File: src/rtl/regfile_write_arbiter_if.sv
// -----------------------------------------------------------------------------
// regfile_write_arbiter_if
//
// Purpose: request/grant bus between the writeback sources and the
// register-file write arbiter. All requesters share one packed bus.
// Requester i uses bit i of the flag vectors, ReqAddr[i*D +: D] and
// ReqData[i*W +: W].
//
// Signals:
//   ReqValid  N    per-requester write request
//   ReqImm    N    request is an immediate load (targets register 2**D-1)
//   ReqAddr   N*D  packed destination addresses
//   ReqData   N*W  packed write data
//   ReqGrant  N    one-hot grant, combinational in the request cycle
//
// Modports:
//   master  requester side (drives requests, observes grant)
//   slave   arbiter side (observes requests, drives grant)
// -----------------------------------------------------------------------------
interface regfile_write_arbiter_if #(
    parameter int W = 8,
    parameter int D = 3,
    parameter int N = 3
);
    logic [N-1:0]   ReqValid;
    logic [N-1:0]   ReqImm;
    logic [N*D-1:0] ReqAddr;
    logic [N*W-1:0] ReqData;
    logic [N-1:0]   ReqGrant;

    modport master (
        output ReqValid,
        output ReqImm,
        output ReqAddr,
        output ReqData,
        input  ReqGrant
    );

    modport slave (
        input  ReqValid,
        input  ReqImm,
        input  ReqAddr,
        input  ReqData,
        output ReqGrant
    );
endinterface

File: src/rtl/regfile_write_arbiter.sv
// -----------------------------------------------------------------------------
// regfile_write_arbiter
//
// Purpose: shares the single register-file write port among N writeback
// sources (ALU writeback, load unit, immediate loader, ...). One requester
// is granted per cycle, round-robin starting at the rotating pointer; the
// winning write is registered onto the register file's write inputs, so a
// grant in cycle t drives WriteEn in cycle t+1.
//
// Parameters:
//   W  data width (matches the register file)
//   D  register address width (2**D registers)
//   N  number of requesters (2..8)
//
// Ports:
//   Clk             in   clock, rising edge
//   Reset           in   asynchronous active-low reset (0 = reset)
//   req             if   request/grant bus (slave modport)
//   Hold            in   core stall; blocks all new grants
//   WriteEn         out  register-file write enable
//   Immediate       out  register-file immediate-load flag
//   Waddr           out  register-file write address
//   DataIn          out  register-file write data
//   ImmediateValue  out  register-file immediate value
//   Busy            out  registered: some ReqValid was high last cycle
//   WriteCount      out  saturating count of issued writes
//
// Optional feature (macro REGARB_HAZARD_EN):
//   RaddrA, RaddrB  in   read addresses to compare against the in-flight write
//   HazardA, HazardB out combinational read-after-write hazard flags
// With the macro undefined these ports and the hazard logic are absent.
// -----------------------------------------------------------------------------
module regfile_write_arbiter #(
    parameter int W = 8,
    parameter int D = 3,
    parameter int N = 3
) (
    input  logic                   Clk,
    input  logic                   Reset,
    regfile_write_arbiter_if.slave req,
    input  logic                   Hold,
    output logic                   WriteEn,
    output logic                   Immediate,
    output logic [D-1:0]           Waddr,
    output logic [W-1:0]           DataIn,
    output logic [W-1:0]           ImmediateValue,
    output logic                   Busy,
    output logic [15:0]            WriteCount
`ifdef REGARB_HAZARD_EN
    ,
    input  logic [D-1:0]           RaddrA,
    input  logic [D-1:0]           RaddrB,
    output logic                   HazardA,
    output logic                   HazardB
`endif
);

    localparam int PW = (N > 1) ? $clog2(N) : 1;

    function automatic logic [15:0] sat_inc(input logic [15:0] v);
        return (v == 16'hFFFF) ? v : v + 16'd1;
    endfunction

    function automatic logic [PW-1:0] ptr_wrap_inc(input logic [PW-1:0] p);
        return (p == PW'(N - 1)) ? '0 : p + PW'(1);
    endfunction

    logic [PW-1:0] rr_ptr;

    logic          grant_vld_p0;
    logic [PW-1:0] grant_idx_p0;
    logic          sel_imm_p0;
    logic [D-1:0]  sel_addr_p0;
    logic [W-1:0]  sel_data_p0;

    logic          vld_p1;
    logic          imm_p1;
    logic [D-1:0]  addr_p1;
    logic [W-1:0]  data_p1;
    logic [W-1:0]  ival_p1;
    logic          busy_p1;
    logic [15:0]   wcnt_p1;

    // ---- stage p0: combinational round-robin arbitration ------------------
    // The winner is the valid requester with the smallest forward distance
    // from rr_ptr (mod N), i.e. the first valid one in the order Ptr, Ptr+1...
    always_comb begin
        int best_d;
        int d;
        best_d       = N;
        d            = 0;
        grant_vld_p0 = 1'b0;
        grant_idx_p0 = '0;
        for (int i = 0; i < N; i++) begin
            d = (i >= int'(rr_ptr)) ? (i - int'(rr_ptr)) : (i + N - int'(rr_ptr));
            if (req.ReqValid[i] && (d < best_d)) begin
                best_d       = d;
                grant_vld_p0 = 1'b1;
                grant_idx_p0 = PW'(i);
            end
        end
        // Reset and stall both suppress every grant.
        if (!Reset || Hold) begin
            grant_vld_p0 = 1'b0;
            grant_idx_p0 = '0;
        end
    end

    always_comb begin
        req.ReqGrant = '0;
        sel_imm_p0   = 1'b0;
        sel_addr_p0  = '0;
        sel_data_p0  = '0;
        for (int i = 0; i < N; i++) begin
            if (grant_vld_p0 && (grant_idx_p0 == PW'(i))) begin
                req.ReqGrant[i] = 1'b1;
                sel_imm_p0      = req.ReqImm[i];
                sel_addr_p0     = req.ReqAddr[i*D +: D];
                sel_data_p0     = req.ReqData[i*W +: W];
            end
        end
    end

    // ---- stage p1: registered register-file write port ---------------------
    // Payload registers hold their last value when no write is granted;
    // ImmediateValue only changes on immediate grants.
    always_ff @(posedge Clk or negedge Reset) begin
        if (!Reset) begin
            rr_ptr  <= '0;
            vld_p1  <= 1'b0;
            imm_p1  <= 1'b0;
            addr_p1 <= '0;
            data_p1 <= '0;
            ival_p1 <= '0;
            busy_p1 <= 1'b0;
            wcnt_p1 <= '0;
        end else begin
            vld_p1  <= grant_vld_p0;
            busy_p1 <= |req.ReqValid;
            if (grant_vld_p0) begin
                rr_ptr  <= ptr_wrap_inc(grant_idx_p0);
                imm_p1  <= sel_imm_p0;
                addr_p1 <= sel_imm_p0 ? {D{1'b1}} : sel_addr_p0;
                data_p1 <= sel_data_p0;
                if (sel_imm_p0) begin
                    ival_p1 <= sel_data_p0;
                end
                wcnt_p1 <= sat_inc(wcnt_p1);
            end
        end
    end

    assign WriteEn        = vld_p1;
    assign Immediate      = imm_p1;
    assign Waddr          = addr_p1;
    assign DataIn         = data_p1;
    assign ImmediateValue = ival_p1;
    assign Busy           = busy_p1;
    assign WriteCount     = wcnt_p1;

`ifdef REGARB_HAZARD_EN
    // An immediate write always lands in the top register regardless of Waddr.
    logic [D-1:0] eff_addr_p1;
    assign eff_addr_p1 = imm_p1 ? {D{1'b1}} : addr_p1;
    assign HazardA     = vld_p1 && (eff_addr_p1 == RaddrA);
    assign HazardB     = vld_p1 && (eff_addr_p1 == RaddrB);
`endif

endmodule

File: src/flat_wrapper.sv
// flat-port wrapper written by rule: the top's interface ports become plain ports
module regfile_write_arbiter_flat 
#(
    parameter int W = 8,
    parameter int D = 3,
    parameter int N = 3
)
  (Clk, Reset, Hold, WriteEn, Immediate, Waddr, DataIn, ImmediateValue, Busy, WriteCount, req_ReqValid, req_ReqImm, req_ReqAddr, req_ReqData, req_ReqGrant);
  regfile_write_arbiter_if #(.W(W), .D(D), .N(N)) req_i ();
  input  logic Clk;
  input  logic Reset;
  input  logic Hold;
  output logic WriteEn;
  output logic Immediate;
  output logic [D-1:0] Waddr;
  output logic [W-1:0] DataIn;
  output logic [W-1:0] ImmediateValue;
  output logic Busy;
  output logic [15:0] WriteCount;
  input wire logic [$bits(req_i.ReqValid)-1:0] req_ReqValid;
  input wire logic [$bits(req_i.ReqImm)-1:0] req_ReqImm;
  input wire logic [$bits(req_i.ReqAddr)-1:0] req_ReqAddr;
  input wire logic [$bits(req_i.ReqData)-1:0] req_ReqData;
  output wire logic [$bits(req_i.ReqGrant)-1:0] req_ReqGrant;
  assign req_i.ReqValid = req_ReqValid;
  assign req_i.ReqImm = req_ReqImm;
  assign req_i.ReqAddr = req_ReqAddr;
  assign req_i.ReqData = req_ReqData;
  assign req_ReqGrant = req_i.ReqGrant;
  regfile_write_arbiter #(.W(W), .D(D), .N(N)) u_core (.Clk(Clk), .Reset(Reset), .req(req_i), .Hold(Hold), .WriteEn(WriteEn), .Immediate(Immediate), .Waddr(Waddr), .DataIn(DataIn), .ImmediateValue(ImmediateValue), .Busy(Busy), .WriteCount(WriteCount));
endmodule
File: config.mk
export PLATFORM = sky130hd
export DESIGN_NAME = regfile_write_arbiter_flat
export DESIGN_NICKNAME = d
export VERILOG_FILES = /design/src/rtl/regfile_write_arbiter_if.sv /design/src/rtl/regfile_write_arbiter.sv /design/src/flat_wrapper.sv
export SDC_FILE = /design/constraint.sdc
export NUM_CORES = 1
export LEC_CHECK = 0
export ABC_AREA = 1
export ABC_CLOCK_PERIOD_IN_PS = 8820
export BUFFER_PORTS_ARGS = -buffer_cell sky130_fd_sc_hd__buf_2
export CORE_UTILIZATION = 40
export CTS_BUF_LIST = sky130_fd_sc_hd__clkbuf_8
export DETAILED_ROUTE_END_ITERATION = 6
export PLACE_DENSITY_LB_ADDON = 0.25
export SYNTH_ARGS = -nofsm -noshare
export SYNTH_HDL_FRONTEND = slang
export SYNTH_SLANG_ARGS = --single-unit
File: constraint.sdc
create_clock -name Clk -period 8.82 [get_ports Clk]
set_clock_uncertainty 0.1 [all_clocks]
set_input_delay 1.764 -clock Clk [delete_from_list [all_inputs] [get_ports Clk]]
set_output_delay 1.764 -clock Clk [all_outputs]
set_load 0.005 [all_outputs]
==> flow_metrics.env <==
export IMPL_final_area_sq_um=3072
export IMPL_root_buffer="clkbuf_8"
export IMPL_status="finished, final reports clean"
export IMPL_placementRows=28
export IMPL_die_h_um=81.75
export IMPL_ys_warn_count=0
export IMPL_worst_path_most_repeated_cell="inv_1"
export IMPL_drtIter0Drc=125
export IMPL_rsz0062_at_grt="no"
export IMPL_wl_met2_mm=2.993
export IMPL_period_share=0.6832
export IMPL_start_util=0.4221
export IMPL_tns_ns=0
export IMPL_min_delay_path_class="flop to flop"
export IMPL_period_minus_slack_ns=6.026
export IMPL_synth_top_area_cell="dfrtp_1"
export IMPL_cts_buffers=5
export IMPL_wire_per_inst_um=13.45
export IMPL_reg2reg_from="u_core.rr_ptr[1]"
export IMPL_drc=0
export IMPL_highest_layer="met4"
export IMPL_cts_tree="yes"
export IMPL_die_x_um=81.75
export IMPL_grt_max_degree=42
export IMPL_critPathSlowestCell="buf_2"
export IMPL_wl_met3_um=376
export IMPL_drt_total_wl_mm=6.418
export IMPL_placed_cell_area_sq_um=2979
export IMPL_synth_ff_type="dfrtp_1"
export IMPL_antenna_found_initial=0
export IMPL_cts_htree_levels=2
export IMPL_reg2reg_to="u_core.WriteCount[3]"
export IMPL_synthTopCellsByArea="dfrtp_1 (39%), nand2_1 (9.9%), nand3_1 (9.1%), nand4_1 (7.4%), inv_1 (5.8%)"
export IMPL_final_nets=454
export IMPL_powerDensity_nw_per_um2=270.8
export IMPL_synth_edf_count=0
export IMPL_syn_to_final_growth_pct=20.76
export IMPL_route_layer_met1_wl_mm=2.979
export IMPL_synth_top_cell_area_share=0.3935
export IMPL_clk_latency_ns=0.30
export IMPL_p_leak_nw=1.666
export IMPL_crit_required_ns=6.96
export IMPL_r2r_setup_slack_ns=5.20
export IMPL_drt_vias_per_instance=5.149
export IMPL_crit_chain="buf_2 -> inv_1 -> nor2_1 -> nand3_1 -> inv_1 -> nand2_1 -> inv_1 -> buf_2"
export IMPL_setup_worst_path_end_class="output pin"
export IMPL_firstDrtPassIters=4
export IMPL_relSlewSlack=0.3790
export IMPL_drive_gt1_frac=0.2637
export IMPL_coreArea_sq_um=6026
export IMPL_worstSetupStartpoint="Reset"
export IMPL_grt_pass1_vias=2268
export IMPL_multiInputGateArea_sq_um=1328
export IMPL_syn_area_sq_um=2544
export IMPL_finalHoldViolCount=0
export IMPL_worstSetupStartpointType="input pin"
export IMPL_clk_pin_slew_ns=0.08
export IMPL_cp_arrival_ns=4.16
export IMPL_diodes=0
export IMPL_irDropWorstVdd_mv=0.1207
export IMPL_syn_inst=323
export IMPL_max_cap_violations=0
export IMPL_worstSetupPathType="input pin to output pin"
export IMPL_synth_seq_area_share=0.3935
export IMPL_ctsResizeCount=0
export IMPL_syn_area_per_cell_sq_um=7.875
export IMPL_p_total_mw=0.8318
export IMPL_place_detailed_hpwl_mm=4.851
export IMPL_synthTopCellsByCount="nand2_1 (67), nand3_1 (46), dfrtp_1 (40)"
export IMPL_tightest_slew_ns=0.9315
export IMPL_grt_pass1_wl_mm=10.45
export IMPL_postSynth_asyncResetShare=1.000
export IMPL_port_buffers=82
export IMPL_fmax_mhz=166.0
export IMPL_drtAntennaViolNets=0
export IMPL_worstPathMaxFanout=41
export IMPL_seq_area_sq_um=1001
export IMPL_post_cts_setup_buffers=0
export IMPL_fin_util=0.5098
export IMPL_ys_ff_latch=40
export IMPL_setup_viol=0
export IMPL_overflow=0
export IMPL_dieArea_sq_um=6682
export IMPL_slew_violations=0
export IMPL_clock_sinks=40
export IMPL_synth_cell_type_count=29
export IMPL_globalplace_congestion=0.8326
export IMPL_rr_worst_depth=20
export IMPL_synth_most_common_cell="nand2_1"
export IMPL_synth_fp_nets=376
export IMPL_worst_path_largest_cell_delay_ns=0.70
export IMPL_boundaryPins=83
export IMPL_cts_buffer_depth=2
export IMPL_gr_usage_all_layers=0.2050
export IMPL_vias=2456
export IMPL_n_fill_cell=638
export IMPL_worstSetupEndpoint="req_ReqGrant[0]"
export IMPL_postCtsHoldBufs=0
[kinds of logic after synthesis]
family / Yosys count / synth area share
AO/OA/AOI/OAI: 19 / 0.04279
XOR/XNOR: 15 / 0.05165
adder cells (fa/ha/maj): 11 / 0.05411
buffers and inverters: 50 / 0.08460
flip-flops: 40 / 0.3935
AND/OR/NAND/NOR: 188 / 0.3733
[how the worst min path moves through the flow]
| stage | start | endpoint | slack, ns | depth (start not counted) |
|---|---|---|---|---|
| after detailed placement | u_core.DataIn[0] | u_core.DataIn[0] | 0.40 | 2 |
| after global routing | u_core.Immediate | u_core.Immediate | 0.46 | 2 |
| after global placement | u_core.Immediate | u_core.Immediate | 0.39 | 2 |
| after CTS | u_core.DataIn[0] | u_core.DataIn[0] | 0.42 | 2 |
| final | u_core.DataIn[0] | u_core.DataIn[0] | 0.41 | 2 |
| after floorplan | u_core.DataIn[0] | u_core.DataIn[0] | 0.41 | 2 |
[sequential cells by signal, summed over array words and instances (netlist names)]
name / flops
u_core.Waddr: 3
u_core.Immediate: 1
u_core.WriteCount: 16
u_core.ImmediateValue: 8
u_core.DataIn: 8
u_core.WriteEn: 1
u_core.rr_ptr: 2
u_core.Busy: 1
[layer usage]
metal,track usage,up-vias
met3,0.04222,9
met4,0.05263,0
met1,0.2686,1136
met5,0,-
met2,0.3421,78
li1,-,1233
[critical path, delay by kind of cell]
kind / cells / cell delay, ns
buffers and inverters: 5 / 1.41
and+or+nand+nor: 3 / 0.98
[cells in the final DEF (no fill, tap or decap)]
master    Yosys  layout
nor2_2        3       3
clkinv_2      0       2
inv_1        39      39
buf_2         4      82
dfrtp_1      40      40
nor3_1        5       5
nand2_4       2       2
a21boi_4      1       1
xor2_1       10      10
nand3_2       2       2
nand4_1      30      30
nand4_4       1       1
nand2_1      67      67
clkbuf_8      0       6
o21ai_0      13      13
o21ai_1       4       4
nor4_1        1       1
nand3_4       2       2
nor3_2        1       1
xnor2_1       5       5
ha_1         11      11
nand3_1      46      46
nand2_2       4       4
or3_1         1       1
nor3b_1       1       1
nor2_1       22      22
a21oi_1       1       1
[per-stage QoR]
stage	setup slack (ns)	hold WS, ns	cells
after floorplan	3.449	0.4052	323
after global placement	2.875	0.3902	469
after detailed placement	2.748	0.4026	469
after CTS	2.728	0.4208	477
after global routing	2.441	0.4565	477
final	2.794	0.4131	477
[where the power goes]
| part | total (mW) | switching, mW | leakage [nW] | internal (mW) |
|---|---|---|---|---|
| Sequential | 0.300 | 0.0520 | 0.519 | 0.248 |
| Clock | 0.129 | 0.0662 | 0.0510 | 0.0625 |
| Combinational | 0.403 | 0.250 | 1.10 | 0.153 |
| Total | 0.832 | 0.368 | 1.67 | 0.463 |
[area by class of cell]
class                           instances  area share
Multi-Input combinational cell        233      0.4322
Sequential cell                        40      0.3259
Timing Repair Buffer                   82      0.1336
Inverter                               39     0.04766
Tap cell                               75     0.03055
Clock buffer                            6     0.02688
Clock inverter                          2    0.003259
Note: power is estimated with default switching activity, not from simulation.
